[src/rtl/stopwatch_lap_timer.sv]
// Stopwatch with tick prescaler, up/down count, wrap pulse and lap-capture FIFO (STOPWATCH_LAP_EN).
// Latency: start edge is a counting edge; lap entry visible on lap_valid one cycle after lap.
// Backpressure: lap FIFO drains on lap_valid & lap_ready; a lap into a full FIFO is dropped and sets lap_ovf.

module sw_lap_fifo #(
    parameter int W     = 16,
    parameter int DEPTH = 4
) (
    input  logic         clk,
    input  logic         resetn,
    input  logic         push_vld_i,
    input  logic [W-1:0] push_dat_i,
    output logic         push_rdy_o,
    output logic         pop_vld_o,
    output logic [W-1:0] pop_dat_o,
    input  logic         pop_rdy_i
);
    localparam int AW = $clog2(DEPTH);

    logic [W-1:0] mem_q [DEPTH];
    logic [AW:0]  wr_q, wr_d;
    logic [AW:0]  rd_q, rd_d;
    logic         empty, full, push, pop;

    assign empty = (wr_q == rd_q);
    assign full  = (wr_q[AW] != rd_q[AW]) && (wr_q[AW-1:0] == rd_q[AW-1:0]);
    assign pop   = ~empty & pop_rdy_i;
    // A full FIFO still accepts a push when the head leaves in the same cycle.
    assign push_rdy_o = ~full | pop_rdy_i;
    assign push       = push_vld_i & push_rdy_o;

    assign pop_vld_o = ~empty;
    assign pop_dat_o = empty ? '0 : mem_q[rd_q[AW-1:0]];

    always_comb begin
        wr_d = push ? wr_q + 1'b1 : wr_q;
        rd_d = pop  ? rd_q + 1'b1 : rd_q;
    end

    always_ff @(posedge clk or negedge resetn) begin
        if (!resetn) begin
            wr_q <= '0;
            rd_q <= '0;
        end else begin
            wr_q <= wr_d;
            rd_q <= rd_d;
        end
    end

    always_ff @(posedge clk) begin
        if (push) begin
            mem_q[wr_q[AW-1:0]] <= push_dat_i;
        end
    end
endmodule

module stopwatch_lap_timer #(
    parameter int DATA_WIDTH = 16,
    parameter int MAX        = 99,
    parameter int PRESCALE   = 1,
    parameter int LAP_DEPTH  = 4
) (
    input  logic                  clk,
    input  logic                  resetn,
    input  logic                  start,
    input  logic                  stop,
    input  logic                  clear,
    input  logic                  dir,
    input  logic                  lap,
    input  logic                  lap_ready,
    output logic                  lap_valid,
    output logic [DATA_WIDTH-1:0] lap_data,
    output logic                  lap_ovf,
    output logic                  running,
    output logic                  wrap,
    output logic [DATA_WIDTH-1:0] count
);
    localparam int PW = (PRESCALE > 1) ? $clog2(PRESCALE) : 1;
    localparam logic [PW-1:0]         PRE_LAST = PW'(PRESCALE - 1);
    localparam logic [DATA_WIDTH-1:0] MAX_V    = DATA_WIDTH'(MAX);

    if (MAX < 0 || longint'(MAX) >= (longint'(1) << DATA_WIDTH)) begin : g_bad_max
        $error("stopwatch_lap_timer: MAX out of range for DATA_WIDTH");
    end
    if (PRESCALE < 1) begin : g_bad_prescale
        $error("stopwatch_lap_timer: PRESCALE must be >= 1");
    end
    if (LAP_DEPTH < 2 || (LAP_DEPTH & (LAP_DEPTH - 1)) != 0) begin : g_bad_depth
        $error("stopwatch_lap_timer: LAP_DEPTH must be a power of 2 >= 2");
    end

    typedef enum logic {ST_STOPPED, ST_RUNNING} state_t;

    state_t                state_q;
    logic [PW-1:0]         pre_q, pre_d;
    logic [DATA_WIDTH-1:0] count_q, count_d;
    logic                  wrap_q, wrap_d;
    logic                  run_eff, tick;

    assign run_eff = (start | (state_q == ST_RUNNING)) & ~stop;
    assign tick    = run_eff & (pre_q == PRE_LAST);

    always_comb begin
        count_d = count_q;
        pre_d   = pre_q;
        wrap_d  = 1'b0;
        if (run_eff) begin
            pre_d = tick ? '0 : pre_q + 1'b1;
        end
        if (tick) begin
            if (!dir) begin
                if (count_q == MAX_V) begin
                    count_d = '0;
                    wrap_d  = 1'b1;
                end else begin
                    count_d = count_q + 1'b1;
                end
            end else begin
                if (count_q == '0) begin
                    count_d = MAX_V;
                    wrap_d  = 1'b1;
                end else begin
                    count_d = count_q - 1'b1;
                end
            end
        end
        // Clear beats a coincident tick but leaves the run state alone.
        if (clear) begin
            count_d = '0;
            pre_d   = '0;
            wrap_d  = 1'b0;
        end
    end

    always_ff @(posedge clk or negedge resetn) begin
        if (!resetn) begin
            state_q <= ST_STOPPED;
            pre_q   <= '0;
            count_q <= '0;
            wrap_q  <= 1'b0;
        end else begin
            state_q <= run_eff ? ST_RUNNING : ST_STOPPED;
            pre_q   <= pre_d;
            count_q <= count_d;
            wrap_q  <= wrap_d;
        end
    end

    assign running = (state_q == ST_RUNNING);
    assign wrap    = wrap_q;
    assign count   = count_q;

`ifdef STOPWATCH_LAP_EN
    logic push_rdy;
    logic lap_ovf_q;

    // Lap captures the register value before this edge, so a same-cycle clear is not seen.
    sw_lap_fifo #(
        .W     (DATA_WIDTH),
        .DEPTH (LAP_DEPTH)
    ) u_lap_fifo (
        .clk        (clk),
        .resetn     (resetn),
        .push_vld_i (lap),
        .push_dat_i (count_q),
        .push_rdy_o (push_rdy),
        .pop_vld_o  (lap_valid),
        .pop_dat_o  (lap_data),
        .pop_rdy_i  (lap_ready)
    );

    always_ff @(posedge clk or negedge resetn) begin
        if (!resetn) begin
            lap_ovf_q <= 1'b0;
        end else if (clear) begin
            lap_ovf_q <= 1'b0;
        end else if (lap && !push_rdy) begin
            lap_ovf_q <= 1'b1;
        end
    end

    assign lap_ovf = lap_ovf_q;
`else
    logic unused_lap;

    assign unused_lap = lap ^ lap_ready;
    assign lap_valid  = 1'b0;
    assign lap_data   = '0;
    assign lap_ovf    = 1'b0;
`endif
endmodule
[config.mk]
export PLATFORM = sky130hd
export DESIGN_NAME = stopwatch_lap_timer
export DESIGN_NICKNAME = d
export VERILOG_FILES = /design/src/rtl/stopwatch_lap_timer.sv
export SDC_FILE = /design/constraint.sdc
export NUM_CORES = 1
export LEC_CHECK = 0
export CORE_ASPECT_RATIO = 1.5
export CORE_UTILIZATION = 47
export DETAILED_ROUTE_END_ITERATION = 8
export HOLD_SLACK_MARGIN = 0.02
export PLACE_DENSITY = 0.79
export SETUP_SLACK_MARGIN = 0.4
export SYNTH_ARGS = -nofsm -noshare
export SYNTH_HDL_FRONTEND = slang
export SYNTH_SLANG_ARGS = --single-unit
[constraint.sdc]
create_clock -name clk -period 2.8 [get_ports clk]
set_input_delay 0.42 -clock clk [delete_from_list [all_inputs] [get_ports clk]]
set_output_delay 0.42 -clock clk [all_outputs]
set_load 0.02 [all_outputs]
# Yosys cells after proc, flatten, opt, wreduce, memory -nomap -nowiden
# Index checks and enable logic that the tools add are counted.
[word_totals] register_bits=19 word_cells=30 in_bits=8
[op_classes] n_eq_ne=1 mux=14 n_bitwise=5 addsub=3 n_reduce_logical=3
[op_table] operator="16-bit 2-to-1 mux" n=5
[op_table] operator="16-bit by 1-bit adder with 16-bit output, second input constant" n=1
[op_table] operator="16-bit by 7-bit == test with 1-bit output, second input constant" n=1
[op_table] operator="16-bit zero test" n=1
[op_table] operator="16-bit by 1-bit subtractor with 16-bit output, second input constant" n=1
[op_table] operator="1-bit 2-to-1 mux" n=9
[op_table] operator="2-bit nonzero test" n=2
[op_table] operator="1-bit bitwise AND" n=2
[op_table] operator="1-bit NOT" n=2
[op_table] operator="1-bit adder, second input constant" n=1
[op_table] operator="1-bit OR" n=1

# Longest topological paths before layout
# Gate-level depths: netlist (run 1).
[depth] word_depth=6 mapped_depth=8 mapped_depth_nobuf=7

# Worst setup path before layout (run 1)
# Ideal clock, no wire load.
[synth_timing] kind="register to register" start="reg count_q[3], in the netlist count[3]" end="reg count_q[10], in the netlist count[10]" stages_incl_launch_ff=8 n_path_buf=2 period_less_slack_ns=2.054 setup_slack_ns=0.746 required_ns=2.678 t_arrival_ns=1.932 cell_sequence="dfrtp_1 > buf_6 > or3_4 > or3_4 > a21oi_4 > buf_6 > o21ai_0 > a32o_1"
[synth_between] elab_chain_cells=5 elab_cells_between_ends=9 classes_between="add/sub: 2; eq/ne: 1; mux: 5; reduce/logical: 1"
[synth_lines] element="from (decl)" line_no="96" source="logic [DATA_WIDTH-1:0] count_q, count_d;"
[synth_lines] element="from (signal assigned)" line_no="144" source="count_q <= count_d;"
[synth_lines] element="16-bit by 1-bit adder with 16-bit output, or another cell as far along" line_no="116" source="count_d = count_q + 1'b1;"
[synth_lines] element="16-bit 2-to-1 mux, on equally long branches" line_no="112, 119"
[synth_lines] element="16-bit 2-to-1 mux *" line_no="111" source="if (!dir) begin"
[synth_lines] element="16-bit 2-to-1 mux *" line_no="110" source="if (tick) begin"
[synth_lines] element="16-bit 2-to-1 mux *" line_no="128" source="if (clear) begin"
# Every way passes the cells marked *; elsewhere a longest branch is shown, timed or not. The select of a mux whose other input is x is not followed.
# A chain may end at the register's enable or synchronous reset.

# Worst setup path after layout (run 1)
[layout_timing] start="reg count_q[3], in the netlist count[3]" end="reg count_q[8], in the netlist count[8]"
# Same word-level chain as after synthesis.

==> results of run 1 <==
==> cell usage in the layout (no fill, tap or decap), types with 4 or more instances in the layout <==
| master | n |
|---|---|
| or3_1 | 7 |
| inv_1 | 6 |
| nor2_1 | 22 |
| nand3_1 | 4 |
| mux2i_1 | 4 |
| nor3_1 | 7 |
| dfrtp_1 | 19 |
| nand2_1 | 22 |
| o21ai_0 | 12 |
| a32o_1 | 4 |
| or4_1 | 4 |
| conb_1 | 18 |
| clkdlybuf4s50_1 | 23 |
==> cells in the mapped netlist (all sizes together), types with 2 or more instances <==
master,number
nor3,7
xnor2,2
o21ai,14
nand3b,2
o211ai,2
clkbuf,9
nor4,3
nand3,5
or2,3
buf,22
or3,9
nand4,3
a32o,4
nor2,22
a31oi,3
ha,2
nand2,22
a21oi,3
or4,4
mux2i,4
nor2b,2
inv,6
o22ai,2
dfrtp,19
o221ai,2
and3,3
==> cell type report <==
type	instances	area share, %
flip-flops and latches	19	27.60
clock buffers	4	2.614
well taps	39	2.832
multi-input cells	153	50.98
inverters	6	1.307
repair buffers	26	14.67
==> per-layer routing <==
layer  up-vias  track usage [%]
li1        679                -
met1       695            23.73
met2        57            41.78
met3         9            1.911
met4         0            15.03
met5         -                0
==> kinds of logic after synthesis <==
| group | after synthesis |
|---|---|
| fa+ha+maj | 2 |
| xor+xnor | 2 |
| flops | 19 |
| other cells | 1 |
| compound gates | 38 |
| simple gates | 89 |
| buf+inv | 37 |
| mux | 4 |
==> worst reg2reg max path, cell delays in order, from the launching register on <==
cell	delay (ns)
dfrtp_1	0.49
nor3_1	0.46
nand4_1	0.35
a21oi_4	0.40
nor2_1	0.15
a32o_1	0.25
==> stage by stage <==
| step | std cells | hold slack, ns | instance area, um^2 | util, % | setup slack [ns] |
|---|---|---|---|---|---|
| 6_report | 247 | 0.5353 | 1723 | 57.95 | 0.5910 |
| 2_1_floorplan | 209 | 0.1244 | 1578 | - | 0.7463 |
| 4_1_cts | 247 | 0.5392 | 1723 | 57.95 | 0.6107 |
| 3_3_place_gp | 243 | 0.5139 | 1678 | 56.44 | 0.5188 |
| 3_5_place_dp | 243 | 0.5193 | 1678 | 56.44 | 0.5099 |
| 5_1_grt | 247 | 0.5670 | 1723 | 57.95 | 0.4328 |
==> flip-flops by register name, indices dropped and copies added (netlist names) <==
signal   flops
count       16
pre_q        1
running      1
wrap         1
==> final timing paths <==
check	start	to	slack [ns]	depth (start not counted)
max	count[3]$_DFFE_PN0P_	count[8]$_DFFE_PN0P_	0.59	5
min reg2reg	pre_q$_DFFE_PN0P_	pre_q$_DFFE_PN0P_	0.54	1
max in group asynchronous	resetn	count[0]$_DFFE_PN0P_	1.62	1
min in group asynchronous	resetn	count[3]$_DFFE_PN0P_	0.65	1
max reg2reg	count[3]$_DFFE_PN0P_	count[8]$_DFFE_PN0P_	0.59	5
min	pre_q$_DFFE_PN0P_	pre_q$_DFFE_PN0P_	0.54	1
==> power breakdown <==
part | switching, mW | total [mW] | internal (mW)
logic | 0.218 | 0.372 | 0.153
registers | 0.0550 | 0.355 | 0.300
clock network | 0.0927 | 0.194 | 0.101
total | 0.366 | 0.921 | 0.555
==> flow_summary.yaml, run 1 <==
detailed_routing:
  highest_layer: "met4"
  wl_per_cell_um: 14.28
  route.detailed.drc: 0
  wl_met1_um: 1418
  viasPerCell: 5.830
  met2_length_um: 1860
  dr.first_iter.drc_count: 68
  wl_met3_um: 176
  antenna_left: 0
  vias: 1440
  drt_wl_total_um: 3527
  firstDrtPassIters: 6
placement:
  gp_congestion: 0.9470
  port_buffers: 23
  place_hpwl_um: 2587
power_and_ir_drop:
  power_density_mw_per_mm2: 534.4
  total_power_mw: 0.9207
  ir_drop_uv: 275.9
  leakagePower_nw: 0.7244
die:
  io_pins: 44
  start_util_pct: 50.93
  die-area_mm2: 0.003457
  num_rows: 24
  die_w_um: 48.34
  core_mm2: 0.002973
  fp.dieH_um: 71.51
setup_path:
  path_delay_family: "simple AND/OR/NAND/NOR gates"
  end_kind: "register"
  cp.arrival_ns: 2.36
  crit_slowest_cell: "dfrtp_1"
  cp_num_buf_inv: 0
  worstPathCellList: "nor3_1 > nand4_1 > a21oi_4 > nor2_1 > a32o_1"
  crit_type: "reg2reg"
  critPathLaunchType: "register"
  worstPathRequired_ns: 2.95
  critPathMaxFanout: 12
  slowest_delay_ns: 0.49
finish:
  antenna_cells: 0
  nets: 219
  multi_input_area_um2: 878.3
  regArea_um2: 475.5
  fill_cells: 285
  areaGrowthSynthToFinish_pct: 13.80
  layout-drive-gt1-share_pct: 6.250
global_route:
  track_usage_pct: 22.40
  grt_pass1_vias: 1364
  grt_overflow: 0
  antenna_found_initial: 0
  grt_start_max_net_pins: 20
  grt_pass1_wl_um: 6051
synth:
  ys_seq_area_share_pct: 31.40
  synth-simple-area-share_pct: 30.33
  synth_xor_xnor_area_share_pct: 1.157
  synth_top_family_by_area: "simple AND/OR/NAND/NOR gates"
  post-synth-top-area-cell: "dfrtp_1"
  synth_mux_area_share_pct: 2.645
  syn_avg_cell_area_um2: 7.885
  synth_edf_count: 0
  ys_top_cells_by_area: "dfrtp_1, buf_4, nand2_1"
  synth_compound_area_share_pct: 17.77
  synth_cells: 192
  synth_seq_cells: 19
  async_flop_share_pct: 100.0
  synth-adder-area-share_pct: 1.653
  synth-main-ff-cell: "dfrtp_1"
  syn-cell-area_mm2: 0.001514
  ys_warn_count: 0
  yosys.area.top_type_share_pct: 31.40
  ys_types: 45
timing:
  hold_viol: 0
  relSlewSlack_pct: 42.42
  fin_crit_ns: 2.209
  max_freq_mhz: 452.7
  tightest_slew_ns: 0.8610
  rsz0062_at_grt: "false"
  setup_violations: 0
  drv_slew: 0
  min_period_over_period_pct: 78.89
  clock_skew_ns: 0.002253
  fin_setup_tns_ns: 0
clock_tree:
  clk_latency_ns: 0.26
  htreeDepth: 1
  cts_resized: 0
  cts.sinks: 19
  cts_tree: "yes"
  clk_pin_slew_ns: 0.07
  cts_made_buffers: 3
  post_cts_buffers: 0
  clockRootBuffer: "clkbuf_8"
  cts.path.max_buffers: 2
  cts_hold_buffers: 0
outcome:
  outcome: "finished clean"
run:
  drv_cap: 0
hold_path:
  worstHoldPathType: "reg2reg"
No activity file was read; power rests on OpenSTA's default activity.
==> run 2: changes to the inputs <==
CORE_UTILIZATION = 43   (was 47)
PLACE_DENSITY = 0.76   (was 0.79)
clock period = 1.9 ns   (was 2.8 ns; I/O delays follow)
==> flow_summary.yaml, run 2 (synthesis results as in run 1) <==
placement:
  place_hpwl_um: 3150
  dp.cells: 278
  gp_congestion: 1.008
  port_buffers: 23
  place_ws_ns: -0.1549
die:
  die_w_um: 50.45
  core_mm2: 0.003383
  fp.dieH_um: 74.67
  start_util_pct: 44.75
  die-area_mm2: 0.003767
  num_rows: 26
  io_pins: 44
outcome:
  violations: "setup timing"
  outcome: "finished, violations left"
detailed_routing:
  antenna_left: 0
  viasPerCell: 5.643
  wl_per_cell_um: 15.00
  dr.first_iter.drc_count: 64
  drt_wl_total_um: 4289
  firstDrtPassIters: 4
  vias: 1614
  route.detailed.drc: 0
timing:
  min_period_over_period_pct: 100.9
  drv_slew: 0
  setup_violations: 6
  clock_skew_ns: 0.003671
  fin_crit_ns: 1.917
  setup_slack_ns: -0.01720
  max_freq_mhz: 521.6
  fin_setup_tns_ns: -0.07298
  hold_viol: 0
  rsz0062_at_grt: "true"
  relSlewSlack_pct: 66.27
  tightest_slew_ns: 0.5013
global_route:
  antenna_found_initial: 0
  grt_start_max_net_pins: 20
  grt_overflow: 0
  grt_pass1_vias: 1451
  grt_pass1_wl_um: 6644
  track_usage_pct: 23.22
finish:
  antenna_cells: 0
  fill_cells: 302
  layout_common_cells: "buf_4, nand2_1, nor2_1"
  regArea_um2: 480.5
  multi_input_area_um2: 962.2
  areaGrowthSynthToFinish_pct: 36.94
  final_cell_count_no_fill: 286
  final_common_cell: "buf_4"
  layout-drive-gt1-share_pct: 29.92
  nets: 255
  largest_register_ff_count: 16
setup_path:
  rr_worst_depth: 6
  r2r_slack_ns: -0.02
  crit_type: "reg2reg"
  critPathLaunchType: "register"
  critPathMaxFanout: 7
  r2r-end: "count[7]$_DFFE_PN0P_"
  r2r_start: "count[0]$_DFFE_PN0P_"
  end_kind: "register"
  worstPathRequired_ns: 2.06
  cp.arrival_ns: 2.08
clock_tree:
  cts_tree: "yes"
  clk_latency_ns: 0.27
  clk_pin_slew_ns: 0.08
  clockRootBuffer: "clkbuf_8"
  cts.sinks: 19
  htreeDepth: 1
  cts.path.max_buffers: 2
  cts_made_buffers: 3
hold_path:
  worstHoldPathType: "in2async"
power_and_ir_drop:
  ir_drop_uv: 414.8
  leakagePower_nw: 0.9757
  total_power_mw: 1.574
  power_density_mw_per_mm2: 759.0
run:
  drv_cap: 0
-- run 2: changes by cell type in the layout (fill, tap and decap cells not counted), sizes merged --
cell / change
buf: +38
clkdlybuf4s15: +2
clkdlybuf4s50: -17
clkinv: +1
dlygate4sd2: +12
-- run 2: stage by stage --
stage | hold slack [ns] | utilization (%) | instance area, um^2
finish | 0.3558 | 61.28 | 2073
global route | 0.3799 | 61.28 | 2073
CTS | 0.3725 | 59.47 | 2012
detailed placement | 0.5310 | 57.80 | 1956
global placement | 0.5186 | 57.80 | 1956
floorplan | -0.01059 | - | 1627
-- run 2: area by class of cell --
class	instances	share of cell area [%]
Clock buffer	3	1.992
Clock inverter	1	0.2414
Inverter	6	1.086
Multi-Input combinational cell	153	46.41
Sequential cell	19	23.17
Tap cell	42	2.535
Timing Repair Buffer	62	24.56
-- run 2: repair_timing --
action | in CTS | in global routing
gates resized for setup | 25 | 17
gates cloned | 0 | 0
pin swaps | 2 | 5
hold buffers | 0 | 0
buffers inserted | 3 | 1
setup endpoints to repair | 34 | 19
-- run 2: worst max-delay path, stage by stage (launching register included) --
cell and delay [ns]:
dfrtp_2 0.44, buf_4 0.17, or4_1 0.53, o21ai_2 0.18, o221ai_1 0.16, xnor2_1 0.15
and3_1 0.17
-- run 2: worst max path at each step --
| stage | from | end | slack (ns) | cells after the start |
|---|---|---|---|---|
| floorplan | count[2]$_DFFE_PN0P_ | count[10]$_DFFE_PN0P_ | -0.08 | 7 |
| global placement | dir | count[3]$_DFFE_PN0P_ | -0.11 | 7 |
| detailed placement | dir | count[3]$_DFFE_PN0P_ | -0.15 | 7 |
| CTS | count[4]$_DFFE_PN0P_ | count[5]$_DFFE_PN0P_ | 0.01 | 6 |
| global route | count[0]$_DFFE_PN0P_ | count[7]$_DFFE_PN0P_ | -0.09 | 6 |
| finish | count[0]$_DFFE_PN0P_ | count[7]$_DFFE_PN0P_ | -0.02 | 6 |
-- run 2: report_power, final --
group	total, mW	internal [mW]	leakage [nW]	switching (mW)
clock network	0.300	0.146	0.0255	0.153
logic	0.780	0.350	0.698	0.430
registers	0.494	0.445	0.252	0.0494
total	1.57	0.941	0.976	0.632
-- run 2: layer usage --
layer / up-vias / global-route usage (%) / share of wire, %
li1: 753 / - / -
met1: 779 / 25.94 / 38
met2: 59 / 43.26 / 53
met3: 23 / 2.222 / 3.5
met4: 0 / 12.04 / 4.9
met5: - / 0 / 0
==> run 3: changes to the inputs <==
CORE_MARGIN = 3   (was not set)
==> flow_summary.yaml, run 3 (synthesis results as in run 1) <==
timing:
  fin_crit_ns: 1.927
  setup_violations: 6
  clock_skew_ns: 0.007146
  fin_setup_tns_ns: -0.06776
  rsz0062_at_grt: "true"
  setup_slack_ns: -0.02704
  min_period_over_period_pct: 101.4
  drv_slew: 0
  hold_viol: 0
  max_freq_mhz: 518.9
power_and_ir_drop:
  seqPwrFrac_pct: 29.7
  leakagePower_nw: 1.067
  p_clk_share_pct: 17.6
  p_int_mw: 1.002
  power_density_mw_per_mm2: 746.8
  p_switching_mw: 0.6702
  share_comb_of_total_power_pct: 52.7
  ir_drop_uv: 534.4
  netSwitchingFraction_pct: 40.07
detailed_routing:
  drt_wl_total_um: 4623
  viasPerCell: 5.606
  vias: 1637
  wl_met3_um: 248
  met2_length_um: 2516
  wl_per_cell_um: 15.83
  dr.first_iter.drc_count: 60
  route.detailed.drc: 0
  antenna_left: 0
  wl_met1_um: 1746
  firstDrtPassIters: 4
  highest_layer: "met4"
finish:
  final_area_mm2: 0.002240
  largest_register_ff_count: 16
  multi_input_area_mm2: 0.001050
  layout-drive-gt1-share_pct: 36.90
  layout_common_cells: "buf_4, nand2_1, nor2_1"
  regArea_um2: 480.5
  antenna_cells: 0
  fill_cells: 266
  nets: 263
  areaGrowthSynthToFinish_pct: 47.93
  final_common_cell: "buf_4"
placement:
  gp_congestion: 0.9172
  place_hpwl_um: 3199
  port_buffers: 23
  placed_area_mm2: 0.001963
setup_path:
  cp.arrival_ns: 2.08
  crit_slowest_cell: "dfrtp_1"
  rr_worst_depth: 6
  r2r_start: "count[4]$_DFFE_PN0P_"
  crit_type: "reg2reg"
  worstPathRequired_ns: 2.05
  end_kind: "register"
  r2r_slack_ns: -0.03
  slowest_delay_ns: 0.41
  worstPathCellList: "or3_4 > or3_4 > a21oi_4 > buf_6 > nor2_4 > a32o_2"
  cp_num_buf_inv: 1
  r2r-end: "count[8]$_DFFE_PN0P_"
  critPathMaxFanout: 4
  critPathMostFrequentCell: "or3_4"
  critPathLaunchType: "register"
  path_delay_family: "simple AND/OR/NAND/NOR gates"
die:
  io_pins: 44
  die_w_um: 54.45
  start_util_pct: 46.54
  core_mm2: 0.003253
  die-area_mm2: 0.004284
  num_rows: 25
  fp.dieH_um: 78.67
global_route:
  antenna_found_initial: 0
  grt_start_max_net_pins: 20
  track_usage_pct: 22.11
  grt_overflow: 0
  grt_pass1_wl_um: 7141
  grt_pass1_vias: 1571
clock_tree:
  cts.sinks: 19
  cts.path.max_buffers: 2
  clk_latency_ns: 0.26
  cts_tree: "yes"
  htreeDepth: 1
  clockRootBuffer: "clkbuf_8"
  clk_pin_slew_ns: 0.08
  cts_made_buffers: 3
hold_path:
  worstHoldPathType: "in2async"
run:
  drv_cap: 0
outcome:
  outcome: "finished, violations left"
  violations: "setup timing"
[run 3: cell types whose count changed in the layout (fill, tap and decap cells not counted), moves of 3 or more]
cell   before  now
or4_1       3    0
buf_6       1    7
or4_4       1    4
buf_4      37   40
[run 3: layer usage]
layer  GRT usage, %  vias up
met1          26.07      795
met5              0        -
met4          10.47        0
met2          38.37       64
met3          1.708       10
li1               -      768
[run 3: worst max path at each step]
stage	depth (start not counted)	from	endpoint
2_1_floorplan	7	count[2]$_DFFE_PN0P_	count[10]$_DFFE_PN0P_
3_3_place_gp	6	dir	count[8]$_DFFE_PN0P_
3_5_place_dp	6	dir	count[7]$_DFFE_PN0P_
4_1_cts	6	count[4]$_DFFE_PN0P_	count[8]$_DFFE_PN0P_
5_1_grt	6	count[4]$_DFFE_PN0P_	count[8]$_DFFE_PN0P_
6_report	6	count[4]$_DFFE_PN0P_	count[8]$_DFFE_PN0P_
[run 3: through the flow]
stage	hold WS, ns	total power, mW	utilization, %	setup slack [ns]	std cells
3_3_place_gp	0.5152	1.243	60.35	-0.1734	279
6_report	0.3529	1.673	68.85	-0.02704	292
3_5_place_dp	0.5330	1.250	60.35	-0.2104	279
2_1_floorplan	-0.01059	0.9721	-	-0.07987	209
5_1_grt	0.3834	1.773	68.85	-0.1255	292
4_1_cts	0.3636	1.582	64.65	0.01918	290
[run 3: area by class of cell]
| class | instances | share of cell area, % |
|---|---|---|
| clock buffers | 3 | 1.844 |
| flip-flops and latches | 19 | 21.45 |
| clock inverters | 1 | 0.2235 |
| multi-input cells | 153 | 46.87 |
| well taps | 40 | 2.235 |
| repair buffers | 70 | 26.37 |
| inverters | 6 | 1.006 |
[run 3: timing repair]
item,CTS,global route
hold buffers,0,0
setup endpoints to repair,33,24
pin swaps,6,13
buffers inserted,7,2
resized for setup,35,33
[run 3: power by group through the flow]
stage / sequential [mW] / clock [mW] / combinational, mW
6_report: 0.497 / 0.294 / 0.881
5_1_grt: 0.504 / 0.315 / 0.954
4_1_cts: 0.495 / 0.295 / 0.793
3_5_place_dp: 0.503 / 0 / 0.747
3_3_place_gp: 0.502 / 0 / 0.741
2_1_floorplan: 0.542 / 0 / 0.430
